[src/rtl/cpu_ctrl_mc.sv]
// Multicycle controller for the lab datapath: Moore FSM with a memory
// ready handshake, wait-state timeout, flag-conditional branches, HALT and FAULT.
module cpu_ctrl_mc #(
    parameter int WAIT_W          = 4,
    parameter int TIMEOUT         = 15,
    parameter bit HALT_ON_ILLEGAL = 1'b1
) (
    input  logic       clk,
    input  logic       reset,
    input  logic [2:0] opcode,
    input  logic [1:0] op,
    input  logic [2:0] flags,
    input  logic       mem_ready,
    output logic       loadir,
    output logic       loadpc,
    output logic       pcsel,
    output logic       msel,
    output logic       mread,
    output logic       mwrite,
    output logic [1:0] nsel,
    output logic [1:0] vsel,
    output logic       write,
    output logic       asel,
    output logic       bsel,
    output logic       loada,
    output logic       loadb,
    output logic       loadc,
    output logic       loads,
    output logic       halted,
    output logic       fault
);

    typedef enum logic [3:0] {
        S_RST, S_FETCH, S_INCPC, S_DECODE, S_READB, S_EXEC,
        S_STRD, S_MEM, S_WB, S_HALTED, S_FAULT
    } state_t;

    localparam logic [WAIT_W-1:0] TO_VAL = WAIT_W'(TIMEOUT);

    state_t            state_q, state_d;
    logic [WAIT_W-1:0] wait_q, wait_d;

    logic is_movi, is_movr, is_mvn, is_alu_ab, is_cmp, is_ldr, is_str, is_b, is_halt;
    logic br_taken, timeout_hit;

    always_comb begin
        is_movi   = (opcode == 3'b110) && (op == 2'b10);
        is_movr   = (opcode == 3'b110) && (op == 2'b00);
        is_mvn    = (opcode == 3'b101) && (op == 2'b11);
        is_alu_ab = (opcode == 3'b101) && (op != 2'b11);
        is_cmp    = (opcode == 3'b101) && (op == 2'b01);
        is_ldr    = (opcode == 3'b011) && (op == 2'b00);
        is_str    = (opcode == 3'b100) && (op == 2'b00);
        is_b      = (opcode == 3'b001);
        is_halt   = (opcode == 3'b111);
        // flags = {Z, N, V}
        case (op)
            2'b00:   br_taken = 1'b1;
            2'b01:   br_taken = flags[2];
            2'b10:   br_taken = !flags[2];
            default: br_taken = flags[1] ^ flags[0];
        endcase
        timeout_hit = (TIMEOUT != 0) && !mem_ready && (wait_q == TO_VAL);
    end

    always_ff @(posedge clk) begin
        if (!reset) begin
            state_q <= S_RST;
            wait_q  <= '0;
        end else begin
            state_q <= state_d;
            wait_q  <= wait_d;
        end
    end

    always_comb begin
        state_d = state_q;
        case (state_q)
            S_RST:   state_d = S_FETCH;
            S_FETCH: begin
                if (mem_ready)        state_d = S_INCPC;
                else if (timeout_hit) state_d = S_FAULT;
            end
            S_INCPC: state_d = S_DECODE;
            S_DECODE: begin
                if (is_movi || is_b)             state_d = S_FETCH;
                else if (is_movr || is_mvn)      state_d = S_EXEC;
                else if (is_alu_ab)              state_d = S_READB;
                else if (is_ldr || is_str)       state_d = S_EXEC;
                else if (is_halt)                state_d = S_HALTED;
                else if (HALT_ON_ILLEGAL)        state_d = S_FAULT;
                else                             state_d = S_FETCH;
            end
            S_READB: state_d = S_EXEC;
            S_EXEC: begin
                if (is_cmp)                              state_d = S_FETCH;
                else if (is_ldr)                         state_d = S_MEM;
                else if (is_str)                         state_d = S_STRD;
                else if (is_alu_ab || is_mvn || is_movr) state_d = S_WB;
                else                                     state_d = S_FETCH;
            end
            S_STRD:  state_d = S_MEM;
            S_MEM: begin
                if (mem_ready)        state_d = S_FETCH;
                else if (timeout_hit) state_d = S_FAULT;
            end
            S_WB:     state_d = S_FETCH;
            S_HALTED: state_d = S_HALTED;
            S_FAULT:  state_d = S_FAULT;
            default:  state_d = S_RST;
        endcase
    end

    // Wait counter restarts on any state change and saturates while stalled.
    always_comb begin
        wait_d = wait_q;
        if (state_d != state_q)
            wait_d = '0;
        else if ((state_q == S_FETCH || state_q == S_MEM) && !mem_ready && (wait_q != '1))
            wait_d = wait_q + 1'b1;
    end

    always_comb begin
        loadir = 1'b0; loadpc = 1'b0; pcsel = 1'b0;
        msel   = 1'b0; mread  = 1'b0; mwrite = 1'b0;
        nsel   = 2'b00; vsel  = 2'b00;
        write  = 1'b0; asel   = 1'b0; bsel   = 1'b0;
        loada  = 1'b0; loadb  = 1'b0; loadc  = 1'b0; loads = 1'b0;
        halted = 1'b0; fault  = 1'b0;
        case (state_q)
            S_FETCH: begin
                mread  = 1'b1;
                loadir = mem_ready;
            end
            S_INCPC: loadpc = 1'b1;
            S_DECODE: begin
                if (is_movi) begin
                    vsel  = 2'b01;
                    write = 1'b1;
                end else if (is_movr || is_mvn) begin
                    nsel  = 2'b10;
                    loadb = 1'b1;
                end else if (is_alu_ab || is_ldr || is_str) begin
                    loada = 1'b1;
                end else if (is_b && br_taken) begin
                    loadpc = 1'b1;
                    pcsel  = 1'b1;
                end
            end
            S_READB: begin
                nsel  = 2'b10;
                loadb = 1'b1;
            end
            S_EXEC: begin
                if (is_cmp) begin
                    loads = 1'b1;
                end else if (is_movr) begin
                    asel  = 1'b1;
                    loadc = 1'b1;
                end else if (is_alu_ab || is_mvn) begin
                    loadc = 1'b1;
                end else if (is_ldr || is_str) begin
                    bsel  = 1'b1;
                    loadc = 1'b1;
                end
            end
            S_STRD: begin
                nsel  = 2'b01;
                loadb = 1'b1;
            end
            S_MEM: begin
                msel = 1'b1;
                if (is_str) begin
                    mwrite = 1'b1;
                end else begin
                    mread = 1'b1;
                    if (mem_ready) begin
                        nsel  = 2'b01;
                        write = 1'b1;
                    end
                end
            end
            S_WB: begin
                nsel  = 2'b01;
                vsel  = 2'b11;
                write = 1'b1;
            end
            S_HALTED: halted = 1'b1;
            S_FAULT:  fault  = 1'b1;
            default: ;
        endcase
    end

endmodule

[config.mk]
export PLATFORM = sky130hd
export DESIGN_NAME = cpu_ctrl_mc
export DESIGN_NICKNAME = d
export VERILOG_FILES = /design/src/rtl/cpu_ctrl_mc.sv
export SDC_FILE = /design/constraint.sdc
export NUM_CORES = 1
export LEC_CHECK = 0
export ABC_AREA = 1
export CAP_MARGIN = 20
export CORE_MARGIN = 1.5
export CORE_UTILIZATION = 30
export CTS_BUF_LIST = sky130_fd_sc_hd__clkbuf_4 sky130_fd_sc_hd__clkbuf_8
export CTS_CLUSTER_DIAMETER = 150
export DETAILED_ROUTE_END_ITERATION = 8
export PLACE_DENSITY = 0.64
export SLEW_MARGIN = 20
export SYNTH_ARGS = -nofsm -noshare
export SYNTH_HDL_FRONTEND = slang
export SYNTH_SLANG_ARGS = --single-unit
[constraint.sdc]
create_clock -name clk -period 1.9 [get_ports clk]
set_input_delay 0.57 -clock clk [delete_from_list [all_inputs] [get_ports clk]]
set_output_delay 0.57 -clock clk [all_outputs]
set_load 0.01 [all_outputs]
==> impl_metrics.xml, run 1 <==
<?xml version="1.0" encoding="UTF-8"?>
<metrics>
  <group name="global_routing">
    <metric name="grt_start_max_net_pins" unit="">9</metric>
    <metric name="grtUsageTotal" unit="%">20.8</metric>
    <metric name="grt.overflow.total" unit="">0</metric>
    <metric name="first_pass_grt_wire_length" unit="um">5730</metric>
    <metric name="grt_antenna_before_repair" unit="">0</metric>
    <metric name="grt_pass1_vias" unit="">1361</metric>
  </group>
  <group name="setup_path">
    <metric name="cpPeakStageDelay" unit="ns">0.21</metric>
    <metric name="path_class" unit="">input port to output port</metric>
    <metric name="timing.critical_path.mode_cell" unit="">sky130_fd_sc_hd__nand2_2</metric>
    <metric name="path_delay_family" unit="">simple AND/OR/NAND/NOR gates</metric>
    <metric name="critical_path_top_delay_cell" unit="">sky130_fd_sc_hd__nor2_4</metric>
    <metric name="end_kind" unit="">output port</metric>
    <metric name="critical_path.max_fanout" unit="">6</metric>
    <metric name="worstPathCellList" unit="">buf_8 -&gt; nand2_2 -&gt; nor2_4 -&gt; buf_6 -&gt; nand2_2 -&gt; nand2_2 -&gt; o22ai_2 -&gt; buf_2</metric>
    <metric name="startpoint_type" unit="">input port</metric>
    <metric name="critPathArrivalTime" unit="ns">1.50</metric>
    <metric name="crit_required" unit="ns">1.33</metric>
    <metric name="critical_path.n_buffers_inverters" unit="">3</metric>
  </group>
  <group name="clock_tree">
    <metric name="tritoncts_num_sinks" unit="">8</metric>
    <metric name="worstSkewPairLatency" unit="ns">0.24</metric>
    <metric name="cts_tree" unit="">yes</metric>
    <metric name="cts.htree.levels" unit="">1</metric>
    <metric name="clockBufferDepth" unit="">2</metric>
    <metric name="clk_pin_slew" unit="ns">0.05</metric>
    <metric name="clock_tree.root_cell" unit="">sky130_fd_sc_hd__clkbuf_4</metric>
    <metric name="cts-buffers-inserted" unit="">3</metric>
    <metric name="holdBufCountCts" unit="">0</metric>
  </group>
  <group name="placement">
    <metric name="gpl.final_weighted_congestion" unit="">0.853</metric>
    <metric name="pre_cts_slack" unit="ns">-1.05</metric>
    <metric name="post-dp-hpwl" unit="um">2360</metric>
    <metric name="port-buffer-count" unit="">29</metric>
    <metric name="dp_cells" unit="">280</metric>
  </group>
  <group name="min_path">
    <metric name="worst_hold_path_type" unit="">register to register</metric>
  </group>
  <group name="sta">
    <metric name="unrepaired_setup_endpoints_after_global_routing" unit="">true</metric>
    <metric name="final-max-slew-violation-count" unit="">0</metric>
    <metric name="finalHoldViolCount" unit="">0</metric>
    <metric name="setup_viol" unit="">16</metric>
    <metric name="fin_crit_sh" unit="%">109</metric>
    <metric name="setup-tns-final" unit="ns">-1.26</metric>
    <metric name="tightest_slew" unit="ns">0.299</metric>
    <metric name="timing.fmax" unit="MHz">483</metric>
    <metric name="period_needed" unit="ns">2.07</metric>
    <metric name="finalWorstSetupSlack" unit="ns">-0.170</metric>
    <metric name="slew-limit-headroom" unit="%">80.0</metric>
    <metric name="clock_skew" unit="ns">0.00609</metric>
  </group>
  <group name="routing">
    <metric name="vias" unit="">1513</metric>
    <metric name="drc_errors" unit="">0</metric>
    <metric name="via_per_inst" unit="">5.01</metric>
    <metric name="postRouteWirelength" unit="um">4560</metric>
    <metric name="post_route_antenna_net_violation_count" unit="">0</metric>
    <metric name="detail_route.first_pass.iterations" unit="">4</metric>
    <metric name="routedWlPerCell" unit="um">15.1</metric>
    <metric name="drt-initial-drc-count" unit="">62</metric>
  </group>
  <group name="logic_synthesis">
    <metric name="synth.ff_latch_count" unit="">8</metric>
    <metric name="synth_top_area_share" unit="%">18.5</metric>
    <metric name="synth_area" unit="um2">933</metric>
    <metric name="netlist-cell-type-count" unit="">26</metric>
    <metric name="yosys_most_used_dff" unit="">sky130_fd_sc_hd__dfxtp_1</metric>
    <metric name="yosys-top-cells-area" unit="">sky130_fd_sc_hd__nand2_1 18%, sky130_fd_sc_hd__dfxtp_1 17%, sky130_fd_sc_hd__nor2_1 12%</metric>
    <metric name="yosys_warnings" unit="">0</metric>
    <metric name="synth-edff-count" unit="">0</metric>
    <metric name="synth_nets" unit="">183</metric>
    <metric name="yosysSeqAreaShare" unit="%">17.2</metric>
    <metric name="synthesis.instances" unit="">171</metric>
    <metric name="ys_async_sr_fraction" unit="%">0</metric>
    <metric name="post-synth-top-area-cell" unit="">sky130_fd_sc_hd__nand2_1</metric>
    <metric name="syn_area_per_cell" unit="um2">5.46</metric>
  </group>
  <group name="pwr">
    <metric name="ir_worst_vdd" unit="uV">175</metric>
    <metric name="fin_total_pwr" unit="W">0.000681</metric>
    <metric name="power_density" unit="nW/um2">320</metric>
    <metric name="leakage" unit="nW">1.08</metric>
  </group>
  <group name="die">
    <metric name="die_x" unit="um">58.8</metric>
    <metric name="core-area" unit="um2">3000</metric>
    <metric name="initial_core_util" unit="%">31.1</metric>
    <metric name="chipHeight" unit="um">58.8</metric>
    <metric name="placementRows" unit="">20</metric>
    <metric name="top_level_port_count" unit="">30</metric>
    <metric name="fp.dieArea" unit="um2">3460</metric>
  </group>
  <group name="finish">
    <metric name="num-nets-final" unit="">283</metric>
    <metric name="final_cell_mix" unit="">56 x sky130_fd_sc_hd__buf_4, 27 x sky130_fd_sc_hd__nand2_1, 16 x sky130_fd_sc_hd__nor2_1</metric>
    <metric name="final_common_cell" unit="">sky130_fd_sc_hd__buf_4</metric>
    <metric name="register_area" unit="um2">175</metric>
    <metric name="layout.core_utilization" unit="%">70.9</metric>
    <metric name="antenna_cells_inserted" unit="">0</metric>
    <metric name="multi_input_comb_area" unit="um2">985</metric>
    <metric name="fill_cells" unit="">211</metric>
    <metric name="layout-drive-gt1-share" unit="%">64.3</metric>
    <metric name="syn2layout_area_growth" unit="%">128</metric>
    <metric name="post_layout_nonfiller_instances" unit="">302</metric>
  </group>
  <group name="outcome">
    <metric name="status" unit="">finished with violations</metric>
    <metric name="failed_checks" unit="">negative setup slack</metric>
  </group>
  <group name="job">
    <metric name="cap_viol_max_count" unit="">0</metric>
  </group>
</metrics>
## through the flow
stage | hold WS [ns] | area (um2)
floorplan | 0.524 | 942
global placement | 0.544 | 1620
detailed placement | 0.552 | 1620
CTS | 0.565 | 1840
global route | 0.611 | 2130
finish | 0.566 | 2130
## what timing repair did
item	4_1_cts	5_1_grt
setup endpoints to repair	27	23
pin swaps	22	20
gates resized for setup	156	67
setup buffers	13	9
gates cloned	0	0
## cell type report
cell class,count,share of cell area [%]
timing repair buffer,97,37.6
tap,33,1.94
multi-input combinational,138,46.3
clock buffer,3,1.06
inverter,23,4.94
sequential,8,8.23
## cells by family (layout without fill, tap and decap cells)
logic type	count (synthesis)	after routing	share of synthesized area (%)
xor+xnor	3	3	2.82
buf+inv	25	123	11.3
mux	1	1	1.21
compound gates	21	21	12.3
simple gates	112	112	53.9
flops	8	8	17.2
fa+ha+maj	1	1	1.34
## cells in the mapped netlist (2+ instances only)
library cell,n
sky130_fd_sc_hd__nor2_1,31
sky130_fd_sc_hd__o21ai_0,7
sky130_fd_sc_hd__nor3_1,2
sky130_fd_sc_hd__xor2_1,2
sky130_fd_sc_hd__nand4_1,4
sky130_fd_sc_hd__o22ai_1,2
sky130_fd_sc_hd__nor2_2,7
sky130_fd_sc_hd__dfxtp_1,8
sky130_fd_sc_hd__nand3_1,14
sky130_fd_sc_hd__nand2_1,46
sky130_fd_sc_hd__inv_2,2
sky130_fd_sc_hd__a21oi_1,9
sky130_fd_sc_hd__nand2_2,4
sky130_fd_sc_hd__o21bai_1,2
sky130_fd_sc_hd__inv_1,20
## registers in the layout, indices dropped and copies added (netlist names)
register and count:
wait_q 4, state_q 4
## metal layers
| layer | vias up | GRT usage [%] | wire, um |
|---|---|---|---|
| li1 | 742 | - | - |
| met1 | 711 | 27.9 | 1840 |
| met2 | 50 | 37.5 | 2470 |
| met3 | 10 | 1.10 | 141 |
| met4 | 0 | 2.92 | 105 |
| met5 | - | 0 | 0 |
## worst reg2reg max path: stages (launching register included)
cell and delay, ns:
sky130_fd_sc_hd__dfxtp_4 0.37, sky130_fd_sc_hd__inv_4 0.10, sky130_fd_sc_hd__buf_6 0.13, sky130_fd_sc_hd__nand2_4 0.05, sky130_fd_sc_hd__nor2_4 0.19, sky130_fd_sc_hd__nand2_2 0.11, sky130_fd_sc_hd__buf_4 0.16, sky130_fd_sc_hd__nor2_4 0.10
sky130_fd_sc_hd__nand3_2 0.11, sky130_fd_sc_hd__nand3_2 0.08, sky130_fd_sc_hd__nand2_1 0.06, sky130_fd_sc_hd__nor2_2 0.14, sky130_fd_sc_hd__nand3_4 0.10, sky130_fd_sc_hd__nor2_2 0.11
## report_power, final
| group | switching, W | internal (W) | leakage (nW) |
|---|---|---|---|
| combinational | 0.000189 | 0.000178 | 0.998 |
| sequential | 0.0000164 | 0.000174 | 0.0678 |
| clock | 0.0000521 | 0.0000719 | 0.0138 |
## worst paths after layout
| kind | from | endpoint | slack (ns) | cells after the start |
|---|---|---|---|---|
| max | opcode[2] | loadpc | -0.17 | 8 |
| min reg2reg | wait_q[0] | wait_q[0] | 0.57 | 3 |
| min | wait_q[0] | wait_q[0] | 0.57 | 3 |
| max reg2reg | state_q[3] | wait_q[1] | 0.01 | 13 |
(Power assumes the default switching activity.)
==> run 2, diff against run 1 <==
==> constraint.sdc (replaced) <==
create_clock -name clk -period 2.5 [get_ports clk]
set_input_delay 0.75 -clock clk [delete_from_list [all_inputs] [get_ports clk]]
set_output_delay 0.75 -clock clk [all_outputs]
set_load 0.01 [all_outputs]
==> impl_metrics.xml, run 2 (synthesis results as in run 1) <==
<?xml version="1.0" encoding="UTF-8"?>
<metrics>
  <group name="sta">
    <metric name="slew-limit-headroom" unit="%">83.0</metric>
    <metric name="timing.fmax" unit="MHz">407</metric>
    <metric name="tightest_slew" unit="ns">0.255</metric>
    <metric name="clock_skew" unit="ns">0.00269</metric>
    <metric name="fin_crit_sh" unit="%">98.3</metric>
    <metric name="final-max-slew-violation-count" unit="">0</metric>
    <metric name="fin_hold_ws" unit="ns">0.559</metric>
    <metric name="setup_viol" unit="">0</metric>
    <metric name="finalHoldViolCount" unit="">0</metric>
    <metric name="unrepaired_setup_endpoints_after_global_routing" unit="">true</metric>
    <metric name="period_needed" unit="ns">2.46</metric>
  </group>
  <group name="finish">
    <metric name="num-nets-final" unit="">260</metric>
    <metric name="layout-drive-gt1-share" unit="%">41.1</metric>
    <metric name="syn2layout_area_growth" unit="%">70.8</metric>
    <metric name="antenna_cells_inserted" unit="">0</metric>
    <metric name="final_cell_mix" unit="">45 x sky130_fd_sc_hd__buf_4, 40 x sky130_fd_sc_hd__nand2_1, 27 x sky130_fd_sc_hd__nor2_1</metric>
    <metric name="final_common_cell" unit="">sky130_fd_sc_hd__buf_4</metric>
    <metric name="largestRegisters" unit="">state_q: 4 flops, wait_q: 4 flops</metric>
    <metric name="layout.core_utilization" unit="%">53.1</metric>
  </group>
  <group name="die">
    <metric name="die_x" unit="um">58.8</metric>
    <metric name="placementRows" unit="">20</metric>
    <metric name="core-area" unit="um2">3000</metric>
    <metric name="chipHeight" unit="um">58.8</metric>
    <metric name="initial_core_util" unit="%">31.1</metric>
    <metric name="fp.dieArea" unit="um2">3460</metric>
    <metric name="top_level_port_count" unit="">30</metric>
  </group>
  <group name="setup_path">
    <metric name="crit_required" unit="ns">1.75</metric>
    <metric name="startpoint_type" unit="">input port</metric>
    <metric name="worstPathCellList" unit="">clkbuf_4 -&gt; nor2_4 -&gt; buf_6 -&gt; nand2_1 -&gt; nand2_2 -&gt; nand2_2 -&gt; inv_1 -&gt; clkdlybuf4s15_2</metric>
    <metric name="critical_path.max_fanout" unit="">5</metric>
    <metric name="end_kind" unit="">output port</metric>
    <metric name="critical_path.n_buffers_inverters" unit="">4</metric>
    <metric name="path_class" unit="">input port to output port</metric>
    <metric name="timing.critical_path.mode_cell" unit="">sky130_fd_sc_hd__nand2_2</metric>
    <metric name="critical_path_top_delay_cell" unit="">sky130_fd_sc_hd__clkdlybuf4s15_2</metric>
    <metric name="path_delay_family" unit="">buffers and inverters</metric>
    <metric name="cpPeakStageDelay" unit="ns">0.22</metric>
    <metric name="critPathArrivalTime" unit="ns">1.71</metric>
  </group>
  <group name="clock_tree">
    <metric name="worstSkewPairLatency" unit="ns">0.25</metric>
    <metric name="clockBufferDepth" unit="">2</metric>
    <metric name="tritoncts_num_sinks" unit="">8</metric>
    <metric name="cts-buffers-inserted" unit="">3</metric>
    <metric name="clk_pin_slew" unit="ns">0.05</metric>
    <metric name="clock_tree.root_cell" unit="">sky130_fd_sc_hd__clkbuf_4</metric>
    <metric name="cts.htree.levels" unit="">1</metric>
    <metric name="holdBufCountCts" unit="">0</metric>
    <metric name="cts_tree" unit="">yes</metric>
  </group>
  <group name="placement">
    <metric name="post-dp-hpwl" unit="um">2340</metric>
    <metric name="port-buffer-count" unit="">29</metric>
    <metric name="gpl.final_weighted_congestion" unit="">0.872</metric>
  </group>
  <group name="pwr">
    <metric name="leakage" unit="nW">0.856</metric>
    <metric name="power.switching" unit="W">0.000148</metric>
    <metric name="sequential_cell_fraction_of_total_power" unit="%">33.6</metric>
    <metric name="ir_worst_vdd" unit="uV">162</metric>
    <metric name="power.internal" unit="W">0.000273</metric>
    <metric name="power_density" unit="nW/um2">264</metric>
    <metric name="share_clk_of_total_power" unit="%">22.5</metric>
    <metric name="sw_frac_of_total" unit="%">35.1</metric>
    <metric name="combinationalPowerShare" unit="%">44.0</metric>
  </group>
  <group name="routing">
    <metric name="postRouteWirelength" unit="um">3240</metric>
    <metric name="post_route_antenna_net_violation_count" unit="">0</metric>
    <metric name="via_per_inst" unit="">4.77</metric>
    <metric name="routedWlPerCell" unit="um">11.6</metric>
    <metric name="detail_route.first_pass.iterations" unit="">4</metric>
    <metric name="drc_errors" unit="">0</metric>
    <metric name="drt-initial-drc-count" unit="">61</metric>
    <metric name="vias" unit="">1330</metric>
  </group>
  <group name="global_routing">
    <metric name="grt_antenna_before_repair" unit="">0</metric>
    <metric name="grtUsageTotal" unit="%">18.7</metric>
    <metric name="first_pass_grt_wire_length" unit="um">5110</metric>
    <metric name="grt.overflow.total" unit="">0</metric>
    <metric name="grt_pass1_vias" unit="">1190</metric>
    <metric name="grt_start_max_net_pins" unit="">9</metric>
  </group>
  <group name="outcome">
    <metric name="status" unit="">complete, no violations</metric>
  </group>
  <group name="min_path">
    <metric name="worst_hold_path_type" unit="">register to register</metric>
  </group>
  <group name="job">
    <metric name="cap_viol_max_count" unit="">0</metric>
  </group>
</metrics>
## run 2: stage by stage
stage / TNS (ns) / power, W / setup WS, ns / area, um2 / instances
floorplan: 0 / 0.000237 / 0.195 / 933 / 171
global placement: -10.89 / 0.000317 / -0.800 / 1510 / 266
detailed placement: -11.00 / 0.000317 / -0.831 / 1510 / 266
CTS: 0 / 0.000417 / 0.00382 / 1580 / 279
global route: -0.0560 / 0.000448 / -0.0266 / 1590 / 279
finish: 0 / 0.000421 / 0.0425 / 1590 / 279
## run 2: power by group through the flow
stage	sequential (W)	combinational (W)	clock, W
final	0.000141	0.000185	0.0000945
after global routing	0.000142	0.000203	0.000103
after CTS	0.000141	0.000176	0.0000998
after detailed placement	0.000144	0.000173	0
after global placement	0.000144	0.000173	0
after floorplan	0.000138	0.0000996	0
## run 2: path summary, 6_finish.rpt
| kind | cells after the start | from | endpoint | slack, ns |
|---|---|---|---|---|
| max reg2reg | 11 | state_q[1] | wait_q[2] | 0.66 |
| max | 8 | op[0] | bsel | 0.04 |
| min reg2reg | 3 | wait_q[3] | wait_q[3] | 0.56 |
| min | 3 | wait_q[3] | wait_q[3] | 0.56 |
## run 2: what timing repair did
action	CTS	global route
resized for setup	83	22
endpoints found under the setup margin	15	17
pin swaps	5	11
setup buffers	10	0
## run 2: layer usage
layer	global-route usage, %	wire [um]
met5	0	0
met2	31.3	1610
met1	25.7	1480
met4	2.27	0
met3	3.30	158
## run 2: area by class of cell
type                       count  area (um2)
fill                         300        1410
multi-input combinational    138         727
tap                           33        41.3
sequential                     8         160
clock buffer                   3        22.5
timing repair buffer          74         557
inverter                      23        86.3
## run 2: worst reg2reg max path, delay by kind of cell, from the launching register on
family        cells  cell delay (ns)
flops             1             0.46
buf+inv           1             0.14
simple gates     10             1.18
==> run 3, diff against run 2 <==
--- a/config.mk
+++ b/config.mk
@@ -12,7 +12,9 @@
 export CTS_BUF_LIST = sky130_fd_sc_hd__clkbuf_4 sky130_fd_sc_hd__clkbuf_8
 export CTS_CLUSTER_DIAMETER = 150
 export DETAILED_ROUTE_END_ITERATION = 8
-export PLACE_DENSITY = 0.64
+export PLACE_DENSITY = 0.55
+export SKIP_CTS_REPAIR_TIMING = 1
+export SKIP_LAST_GASP = 1
 export SLEW_MARGIN = 20
 export SYNTH_ARGS = -nofsm -noshare
 export SYNTH_HDL_FRONTEND = slang
==> impl_metrics.xml, run 3 (synthesis results as in run 1) <==
<?xml version="1.0" encoding="UTF-8"?>
<metrics>
  <group name="outcome">
    <metric name="status" unit="">complete, no violations</metric>
  </group>
  <group name="pwr">
    <metric name="combinationalPowerShare" unit="%">43.6</metric>
    <metric name="share_clk_of_total_power" unit="%">23.4</metric>
    <metric name="leakage" unit="nW">1.03</metric>
    <metric name="power.switching" unit="W">0.000152</metric>
    <metric name="power_density" unit="nW/um2">264</metric>
    <metric name="sw_frac_of_total" unit="%">35.4</metric>
    <metric name="ir_worst_vdd" unit="uV">111</metric>
    <metric name="power.internal" unit="W">0.000277</metric>
    <metric name="sequential_cell_fraction_of_total_power" unit="%">32.9</metric>
  </group>
  <group name="setup_path">
    <metric name="reg2reg_setup_slack" unit="ns">0.65</metric>
    <metric name="critical_path.max_fanout" unit="">4</metric>
    <metric name="worstPathCellList" unit="">buf_2 -&gt; buf_4 -&gt; nand2_2 -&gt; nor2_1 -&gt; a211oi_2 -&gt; o21ai_1 -&gt; o22ai_1 -&gt; dlymetal6s2s_1</metric>
    <metric name="critical_path.n_buffers_inverters" unit="">3</metric>
    <metric name="path_depth" unit="">8</metric>
    <metric name="path_delay_family" unit="">buffers and inverters</metric>
    <metric name="cpPeakStageDelay" unit="ns">0.18</metric>
    <metric name="r2r_cells" unit="">13</metric>
    <metric name="path_class" unit="">input port to output port</metric>
    <metric name="critical_path_top_delay_cell" unit="">sky130_fd_sc_hd__a211oi_2</metric>
    <metric name="startpoint_type" unit="">input port</metric>
    <metric name="critPathArrivalTime" unit="ns">1.74</metric>
    <metric name="crit_required" unit="ns">1.75</metric>
    <metric name="end_kind" unit="">output port</metric>
  </group>
  <group name="finish">
    <metric name="largestRegisters" unit="">state_q: 4 flops, wait_q: 4 flops</metric>
    <metric name="final_common_cell" unit="">sky130_fd_sc_hd__nand2_1</metric>
    <metric name="layout-drive-gt1-share" unit="%">34.6</metric>
    <metric name="final_cell_mix" unit="">43 x sky130_fd_sc_hd__nand2_1, 38 x sky130_fd_sc_hd__buf_4, 28 x sky130_fd_sc_hd__nor2_1</metric>
    <metric name="num-nets-final" unit="">254</metric>
    <metric name="post-route-cell-area" unit="um2">1630</metric>
    <metric name="antenna_cells_inserted" unit="">0</metric>
    <metric name="syn2layout_area_growth" unit="%">74.1</metric>
  </group>
  <group name="min_path">
    <metric name="hold_path_depth" unit="">3</metric>
    <metric name="worst_hold_path_type" unit="">register to register</metric>
  </group>
  <group name="die">
    <metric name="top_level_port_count" unit="">30</metric>
    <metric name="core-area" unit="um2">3000</metric>
    <metric name="die_x" unit="um">58.8</metric>
    <metric name="fp.dieArea" unit="um2">3460</metric>
    <metric name="initial_core_util" unit="%">31.1</metric>
    <metric name="placementRows" unit="">20</metric>
    <metric name="chipHeight" unit="um">58.8</metric>
  </group>
  <group name="clock_tree">
    <metric name="clock_tree.root_cell" unit="">sky130_fd_sc_hd__clkbuf_4</metric>
    <metric name="clockBufferDepth" unit="">2</metric>
    <metric name="worstSkewPairLatency" unit="ns">0.26</metric>
    <metric name="cts.htree.levels" unit="">1</metric>
    <metric name="clk_pin_slew" unit="ns">0.05</metric>
    <metric name="cts-buffers-inserted" unit="">3</metric>
    <metric name="tritoncts_num_sinks" unit="">8</metric>
    <metric name="cts_tree" unit="">yes</metric>
  </group>
  <group name="placement">
    <metric name="post-dp-hpwl" unit="um">2470</metric>
    <metric name="gpl.final_weighted_congestion" unit="">0.877</metric>
    <metric name="placedInstanceArea" unit="um2">1520</metric>
    <metric name="port-buffer-count" unit="">29</metric>
  </group>
  <group name="sta">
    <metric name="timing.fmax" unit="MHz">402</metric>
    <metric name="setup_viol" unit="">0</metric>
    <metric name="fin_hold_ws" unit="ns">0.564</metric>
    <metric name="setup-tns-final" unit="ns">0</metric>
    <metric name="clock_skew" unit="ns">0.00203</metric>
    <metric name="finalHoldViolCount" unit="">0</metric>
    <metric name="unrepaired_setup_endpoints_after_global_routing" unit="">true</metric>
    <metric name="tightest_slew" unit="ns">0.251</metric>
    <metric name="fin_crit_sh" unit="%">99.6</metric>
    <metric name="slew-limit-headroom" unit="%">83.1</metric>
    <metric name="period_needed" unit="ns">2.49</metric>
    <metric name="final-max-slew-violation-count" unit="">0</metric>
  </group>
  <group name="routing">
    <metric name="vias" unit="">1301</metric>
    <metric name="detail_route.first_pass.iterations" unit="">4</metric>
    <metric name="routedWlPerCell" unit="um">11.2</metric>
    <metric name="drc_errors" unit="">0</metric>
    <metric name="via_per_inst" unit="">4.77</metric>
    <metric name="drt-initial-drc-count" unit="">52</metric>
    <metric name="post_route_antenna_net_violation_count" unit="">0</metric>
    <metric name="postRouteWirelength" unit="um">3060</metric>
  </group>
  <group name="job">
    <metric name="cap_viol_max_count" unit="">0</metric>
  </group>
  <group name="global_routing">
    <metric name="grt_start_max_net_pins" unit="">9</metric>
    <metric name="grt_pass1_vias" unit="">1217</metric>
    <metric name="grtUsageTotal" unit="%">18.1</metric>
    <metric name="grt_antenna_before_repair" unit="">0</metric>
    <metric name="first_pass_grt_wire_length" unit="um">4950</metric>
    <metric name="grt.overflow.total" unit="">0</metric>
  </group>
</metrics>
-- run 3: cell types whose count changed in the layout (fill, tap and decap cells not counted), moves of 2 or more --
cell | previous run | this run
sky130_fd_sc_hd__dlygate4sd2_1 | 3 | 0
sky130_fd_sc_hd__nand2_4 | 1 | 4
sky130_fd_sc_hd__buf_2 | 12 | 7
sky130_fd_sc_hd__buf_4 | 45 | 38
sky130_fd_sc_hd__nand2_1 | 40 | 43
sky130_fd_sc_hd__o21ai_1 | 3 | 1
sky130_fd_sc_hd__dlymetal6s2s_1 | 2 | 14
sky130_fd_sc_hd__inv_2 | 6 | 4
sky130_fd_sc_hd__clkbuf_4 | 5 | 3
sky130_fd_sc_hd__nand2_2 | 10 | 4
-- run 3: path summary, 6_finish.rpt --
path,startpoint,to
max,op[0],loadpc
min,wait_q[3],wait_q[3]
max reg2reg,state_q[2],wait_q[2]
min reg2reg,wait_q[3],wait_q[3]
-- run 3: layer usage --
| layer | up-vias | global-route usage, % | share of wire, % |
|---|---|---|---|
| met5 | - | 0 | 0 |
| met4 | 0 | 4.87 | 0.56 |
| li1 | 690 | - | - |
| met3 | 2 | 4.40 | 4.5 |
| met1 | 577 | 21.5 | 42 |
| met2 | 32 | 32.1 | 53 |
-- run 3: power by group through the flow --
stage | Combinational, W | Sequential (W) | Clock (W)
finish | 0.000187 | 0.000141 | 0.000100
global route | 0.000208 | 0.000142 | 0.000109
CTS | 0.000182 | 0.000141 | 0.000105
detailed placement | 0.000181 | 0.000144 | 0
global placement | 0.000179 | 0.000143 | 0
floorplan | 0.0000996 | 0.000138 | 0
-- run 3: worst min-delay path, delay by kind of cell, from the launching register on --
family | cells | cell delay (ns)
buffers and inverters | 1 | 0.04
AND/OR/NAND/NOR | 1 | 0.03
flip-flops | 1 | 0.37
XOR/XNOR | 1 | 0.08
-- run 3: through the flow --
stage	setup slack, ns	std cells	power, W	utilization, %
after floorplan	0.195	171	0.000237	-
after global placement	-0.802	268	0.000322	50.7
after detailed placement	-0.856	268	0.000325	50.7
after CTS	-0.856	271	0.000428	51.5
after global routing	-0.0576	273	0.000459	54.1
final	0.00955	273	0.000429	54.1
-- run 3: area by class of cell --
class / count / area (um2)
Clock buffer: 3 / 22.5
Fill cell: 315 / 1380
Inverter: 23 / 86.3
Multi-Input combinational cell: 138 / 736
Sequential cell: 8 / 161
Tap cell: 33 / 41.3
Timing Repair Buffer: 68 / 578
